--- src/rtl/sipo_pkg.sv ---
// sipo_pkg: shared FSM state type and dual-rail code constants for the SIPO receiver.
package sipo_pkg;
  typedef enum logic {FILL, FULL} sipo_state_e;
  localparam logic [1:0] DR_NULL    = 2'b00;
  localparam logic [1:0] DR_ONE     = 2'b01;
  localparam logic [1:0] DR_ZERO    = 2'b10;
  localparam logic [1:0] DR_ILLEGAL = 2'b11;
endpackage

--- src/rtl/sipo_deserializer_decode.sv ---
// dual_rail_decode: classifies one dual-rail code; bit_val_o is code[0], so 11 reads as 1.
module dual_rail_decode
  import sipo_pkg::*;
(
  input  logic [1:0] code_i,
  output logic       bit_val_o,
  output logic       is_bit_o,
  output logic       is_null_o,
  output logic       is_illegal_o
);
  assign bit_val_o    = code_i[0];
  assign is_bit_o     = (code_i == DR_ONE) || (code_i == DR_ZERO);
  assign is_null_o    = code_i == DR_NULL;
  assign is_illegal_o = code_i == DR_ILLEGAL;
endmodule

--- src/rtl/sipo_deserializer.sv ---
// sipo_deserializer: dual-rail serial-in, word-parallel-out receiver with one word of output slack.
// Optional sticky illegal-code flag err_o when SIPO_ERR_CHECK_EN is defined.
module sipo_deserializer
  import sipo_pkg::*;
#(
  parameter int DATAWIDTH = 8
) (
  input  logic                 clk,
  input  logic                 rst_n,
`ifdef SIPO_ERR_CHECK_EN
  output logic                 err_o,
`endif
  input  logic                 din_valid_i,
  output logic                 din_ready_o,
  input  logic [1:0]           din_data_i,
  output logic                 dout_valid_o,
  input  logic                 dout_ready_i,
  output logic [DATAWIDTH-1:0] dout_data_o
);
  localparam int CW = $clog2(DATAWIDTH + 1);
  sipo_state_e state_q, state_d;
  logic [CW-1:0] cnt_q, cnt_d;
  logic [DATAWIDTH-1:0] sr_q, sr_d, out_q, out_d, word;
  logic ov_q, ov_d;
  logic bit_val, is_bit, is_null, is_illegal;
  logic hs, take, drain;
  logic unused_dec;
  dual_rail_decode u_dec (
    .code_i      (din_data_i),
    .bit_val_o   (bit_val),
    .is_bit_o    (is_bit),
    .is_null_o   (is_null),
    .is_illegal_o(is_illegal)
  );
  assign unused_dec   = is_bit ^ is_null ^ is_illegal;
  assign din_ready_o  = state_q == FILL;
  assign dout_valid_o = ov_q;
  assign dout_data_o  = out_q;
  assign hs           = din_valid_i && din_ready_o;
  assign drain        = ov_q && dout_ready_i;
  assign word         = {bit_val, sr_q[DATAWIDTH-1:1]};
`ifdef SIPO_ERR_CHECK_EN
  logic err_q;
  assign take  = hs && is_bit;
  assign err_o = err_q;
  always_ff @(posedge clk or negedge rst_n)
    if (!rst_n) err_q <= 1'b0;
    else        err_q <= err_q | (hs & is_illegal);
`else
  assign take = hs && !is_null;
`endif
  // Shifting in at the MSB leaves the first bit at index 0 once the word is complete.
  always_comb begin
    state_d = state_q;
    cnt_d   = cnt_q;
    sr_d    = take ? word : sr_q;
    out_d   = out_q;
    ov_d    = drain ? 1'b0 : ov_q;
    if (state_q == FULL) begin
      if (drain) begin
        out_d   = sr_q;
        ov_d    = 1'b1;
        cnt_d   = '0;
        state_d = FILL;
      end
    end else if (take) begin
      if (cnt_q != CW'(DATAWIDTH - 1)) cnt_d = cnt_q + 1'b1;
      else if (!ov_q || drain) begin
        out_d = word;
        ov_d  = 1'b1;
        cnt_d = '0;
      end else begin
        cnt_d   = CW'(DATAWIDTH);
        state_d = FULL;
      end
    end
  end
  always_ff @(posedge clk or negedge rst_n)
    if (!rst_n) begin
      state_q <= FILL;
      cnt_q   <= '0;
      sr_q    <= '0;
      out_q   <= '0;
      ov_q    <= 1'b0;
    end else begin
      state_q <= state_d;
      cnt_q   <= cnt_d;
      sr_q    <= sr_d;
      out_q   <= out_d;
      ov_q    <= ov_d;
    end
endmodule
--- config.mk ---
export PLATFORM = sky130hd
export DESIGN_NAME = sipo_deserializer
export DESIGN_NICKNAME = d
export VERILOG_FILES = /design/src/rtl/sipo_pkg.sv /design/src/rtl/sipo_deserializer_decode.sv /design/src/rtl/sipo_deserializer.sv
export SDC_FILE = /design/constraint.sdc
export NUM_CORES = 1
export LEC_CHECK = 0
export CORE_UTILIZATION = 46
export DETAILED_ROUTE_END_ITERATION = 12
export PLACE_DENSITY = 0.73
export SLEW_MARGIN = 20
export SYNTH_ARGS = -nofsm -noshare
export SYNTH_HDL_FRONTEND = slang
export SYNTH_SLANG_ARGS = --single-unit
export TNS_END_PERCENT = 5
--- constraint.sdc ---
create_clock -name clk -period 1.4 [get_ports clk]
set_input_delay 0.14 -clock clk [delete_from_list [all_inputs] [get_ports clk]]
set_output_delay 0.14 -clock clk [all_outputs]
set_load 0.05 [all_outputs]
* Word-level counts from Yosys, hierarchy flattened
Index checks and enable logic that the tools add are counted.
** Word-level totals
- Bits in registers :: 22
- Latch bits :: 0
- Bits in writable memories :: 0
- ROM bits :: 0
- Input port bits :: 6
- Output and inout port bits :: 10
- Logic and storage cells :: 42
- Memories :: 0
** Cells by class
- $add $sub $neg :: 1
- $mul :: 0
- Div/mod/pow operators :: 0
- Magnitude comparators :: 0
- Equality and inequality tests :: 3
- Shift-type cells :: 0
- Multiplexer cells :: 21
- Bitwise gates (word level) :: 1
- Reductions and logical operators :: 11
** Operators by type and width (count)
- $mux W8 :: 5
- $mux W4 :: 5
- $mux W1 :: 11
- $add A4 B1 Y4 const B :: 1
- $ne A4 B3 Y1 const B :: 1
- $reduce_and A4 Y1 :: 1
- $reduce_bool A2 Y1 :: 2
- $logic_and A1 B1 Y1 :: 3
- $logic_not A1 Y1 :: 2
- $logic_not A2 Y1 :: 1
- $ne A2 B1 Y1 const B :: 1
- $ne A2 B2 Y1 const B :: 1
- $reduce_and A2 Y1 :: 1
- $logic_or A1 B1 Y1 :: 1
- $not A1 Y1 :: 1

* Longest topological paths before layout
- Depth in word-level cells :: 6
- Gate-level depth with buffers :: 6
- Depth with buffers taken out :: 5

* Cells and area by module
Synthesis repeated with hierarchy kept, for this count alone.
** Unflattened totals
- Cells, all modules :: 79
- Area total of the unflattened synthesis :: 1082.3 um2
** By module, submodules not included
- sipo_deserializer :: instances 1, cells an instance 74, area each 1042.2 um2, seq. area each 550.5 um2
- dual_rail_decode :: instances 1, cells an instance 5, area each 40.0 um2, seq. area each 0.0 um2

* Least setup slack after synthesis
No wires, ideal clock.
- Path type :: flip-flop to flip-flop
- Start point :: reg ov_q, in the netlist dout_valid_o
- End point :: reg out_q[7], in the netlist dout_data_o[7]
- Setup time :: 0.123 ns
- Data arrival time :: 1.423 ns
- Data required time :: 1.277 ns
- Setup slack :: -0.146 ns
- Stages on the path, launching flop included :: 5
- Buffers on the path :: 1
- Clock period less this slack :: 1.546 ns
- Cell sequence :: dfrtp_1 nand3_1 buf_2 or2_2 o221a_1
** On the way
- Word-level cells in the longest chain between the ends :: 4
- Elaborated cells between the ends (all ways) :: 6
- Those cells by class :: 1 x eq/ne; 5 x reduce/logical
** RTL lines
- start, declared :: RTL line sipo_deserializer.sv:24 : logic ov_q, ov_d;
- start signal, assigned :: RTL line sipo_deserializer.sv:90 : ov_q <= ov_d;
- $logic_not A1 Y1 or $logic_and A1 B1 Y1 (tied branches) :: RTL line sipo_deserializer.sv:68, sipo_deserializer.sv:40
- $logic_or A1 B1 Y1 :: RTL line sipo_deserializer.sv:68 : else if (!ov_q || drain) begin
- $reduce_bool A2 Y1 (no source line)
- $reduce_and A4 Y1 (no source line) (*)
- end signal, assigned :: RTL line sipo_deserializer.sv:89 : out_q <= out_d;
- end, declared :: RTL line sipo_deserializer.sv:23 : logic [DATAWIDTH-1:0] sr_q, sr_d, out_q, out_d, word;
Mark *: on every way between the ends. The rest lies on a longest branch, timed or not.
A chain may end at the register's enable or synchronous reset.

* Final worst setup path
- Start point :: reg cnt_q[1]
- End point :: reg out_q[1], in the netlist dout_data_o[1]
** On the way
- Word-level cells in the longest chain between the ends :: 3
** RTL lines
- start, declared :: RTL line sipo_deserializer.sv:22 : logic [CW-1:0] cnt_q, cnt_d;
- start signal, assigned :: RTL line sipo_deserializer.sv:87 : cnt_q <= cnt_d;
- $ne A4 B3 Y1 :: RTL line sipo_deserializer.sv:67 : if (cnt_q != CW'(DATAWIDTH - 1)) cnt_d = cnt_q + 1'b1;
- $ne A2 B2 Y1 (no source line)
- $reduce_and A4 Y1 (no source line)
Every way passes these cells.

==> summary.txt <==
RSZ-0062 raised after global routing: true
register area share after synthesis: 53.99%
post-synthesis adder-cell area fraction: 1.227%
Die Width: 49.08 um
failing checks: setup timing
status: finished with violations
power density over the cells: 2476 nW/um2
CP required: 1610 ps
mux cell area share after synthesis: 0%
Final HPWL DP: 1516 um
CTS Buffer Depth: 2
reg-to-reg endpoint: dout_data_o[1]
Fmax achieved: 0.6768 GHz
Clk pwr share: 14.2%
Final #Nets: 134
min cycle time layout: 1478 ps
fin crit share: 105.5%
Initial Util: 50.43%
# diodes: 0
ANT nets after route: 0
reg2reg setup slack: -80 ps
clock insertion delay at the later pin of the skew report: 310 ps
initial antenna violation count: 0
Ys Warns: 0
CP arrival: 1690 ps
Synth Area in Compound Gates: 21.23%
Max FO, Critical Path: 8
Vias: 796
number of synthesized flops with an enable pin: 0
clock root buffer: clkbuf_4
Worst Hold Class: in -> async
worst ir drop on vdd: 1121 uV
WL/cell: 13.75 um
Worst Max-Slew Pin Slew: 315.6 ps
cell count after synthesis: 96
area share of the largest cell type after synthesis: 53.99%
Die ar.: 2409 um2
switching share of power: 40.66%
Filler cells: 151
remaining global-route overflow: 0
final hold violation count: 0
LEAKAGE: 0.6308 nW
Cell Area, Synth: 1020 um2
clk_skew: 6.161 ps
Sequential Power Share: 34.0%
top cells by area, synth: dfrtp_1 54%, nand2_1 9.2%, o221a_1 8.8%
CP endpoint kind: flip-flop
reg2reg path depth: 6
Post-synth top flop: dfrtp_1
Post-Syn Nets: 103
top cell types by occurrence after synthesis: 25 x nand2_1, 22 x dfrtp_1, 8 x o221a_1, 8 x or2_2
Worst slew margin: 78.96%
Max Cap Viol: 0
Die Span Y: 49.08 um
XOR/XNOR Fraction of Synth Area: 0%
Crit Path Class: reg -> reg
Worst-path clk slew: 130 ps
total iterations of the first detailed-routing run: 4
Core Region: 2022 um2
Async SR Flop Fraction: 100.0%
combinational share of power: 51.8%
final worst setup slack: -77.63 ps
first-pass GRT wire length: 3491 um
Net Sw Power: 1.398 mW
Final Setup Violations: 8
FF+latch count, synth: 22
Initial DRC Count: 9
P_int: 2.041 mW
final WL: 2104 um
Post-CTS Hold Fix Bufs: 0
count leader, synth: nand2_1
setup repair bufs after CTS: 0
Num CTS Buffers: 3
total power: 3.439 mW
RePlAce Congestion: 0.7349
io pins: 16
Synth area leader: dfrtp_1
pre-CTS setup slack: -136.6 ps
CTS tree: built
Setup crit start kind: flip-flop
Slew Limit Fails: 0
H-tree Lvls: 1
Layout area overhead: 36.20%
row count: 16
clock sink count: 22
port bufs: 15
share of post-route cells with drive strength above 1: 34.92%
library cells used by synthesis: 28
Reg-to-Reg Start: cnt_q[1]
mean area per synthesized cell: 10.62 um2
largest family of logic cells by synthesized area: compound AO/OA/AOI/OAI gates
Total GRT Usage: 19.36%
vias in the first global route: 766
simple-gate area share of the yosys netlist: 20.00%
largest net degree at the start of global routing: 23
DRC: 0
vias per std cell: 5.203
## metal layers
| metal | share of wire [%] | global-route usage [%] | vias up |
|---|---|---|---|
| li1 | - | - | 398 |
| met4 | 1.5 | 11.76 | 0 |
| met1 | 47 | 24.95 | 379 |
| met3 | 2.9 | 3.115 | 4 |
| met5 | 0 | 0 | - |
| met2 | 49 | 30.37 | 15 |
## cell usage in the layout, fill, tap and decap left out, types with 2 or more instances in the layout
master and n:
o21ai_0 2, clkbuf_4 3, nand2_1 25, a21oi_1 3, or2_2 8, nor2b_1 2
o221a_1 8, a22o_1 2, buf_4 20, clkdlybuf4s50_1 5, inv_1 2, nand3_1 3
buf_12 5, dfrtp_1 21
## how the worst max path moves through the flow
stage | startpoint | to | slack [ps] | cells after the start
floorplan | cnt_q[0] | dout_data_o[7] | -20 | 6
global placement | din_valid_i | dout_data_o[7] | -80 | 5
detailed placement | din_valid_i | dout_data_o[1] | -140 | 5
CTS | cnt_q[1] | dout_data_o[1] | -80 | 6
global route | cnt_q[1] | dout_data_o[6] | -140 | 6
finish | cnt_q[1] | dout_data_o[1] | -80 | 6
## cells by family after synthesis
kind of cell	after synthesis
compound gates	24
buf+inv	6
simple gates	43
fa+ha+maj	1
flops	22
## per-stage QoR
step,util (%),instance area (um2),hold slack (ps),cells,setup TNS (ps)
after floorplan,-,1023,-155.6,96,-137.3
after global placement,65.72,1329,453.8,149,-724.6
after detailed placement,65.72,1329,464.1,149,-1203
after CTS,68.32,1381,150.9,153,-578.6
after global routing,68.69,1389,180.0,153,-1060
final,68.69,1389,158.5,153,-542.1
## power by group through the flow
stage / sequential, mW / combinational, mW / clock [mW]
CTS: 1.17 / 1.77 / 0.504
global placement: 1.17 / 1.73 / 0
detailed placement: 1.19 / 1.77 / 0
floorplan: 1.58 / 0.606 / 0
finish: 1.17 / 1.78 / 0.488
global route: 1.21 / 1.89 / 0.524
## flip-flops by register name, summed over array words and instances (netlist names)
| name | flops |
|---|---|
| dout_data_o | 8 |
| dout_valid_o | 1 |
| state_q | 1 |
| sr_q | 8 |
| cnt_q | 4 |
## critical path, stage by stage (launching register included)
cell	delay, ps
dfrtp_1	400
ha_2	190
nand3b_1	110
a21oi_2	60
buf_4	140
o2bb2a_4	220
o221a_1	250
## repair_timing
action / 4_1_cts / 5_1_grt
pin swaps: 1 / 0
endpoints found under the setup margin: 8 / 10
resized for setup: 0 / 1
## final cells by class
| type | count | area, um2 | area share, % |
|---|---|---|---|
| Tap cell | 27 | 33.78 | 2.432 |
| Multi-Input combinational cell | 68 | 442.9 | 31.89 |
| Inverter | 2 | 7.507 | 0.5405 |
| Sequential cell | 22 | 551.8 | 39.73 |
| Clock inverter | 1 | 30.03 | 2.162 |
| Timing Repair Buffer | 30 | 300.3 | 21.62 |
| Clock buffer | 3 | 22.52 | 1.622 |
Power figures use the tool's default switching activity.
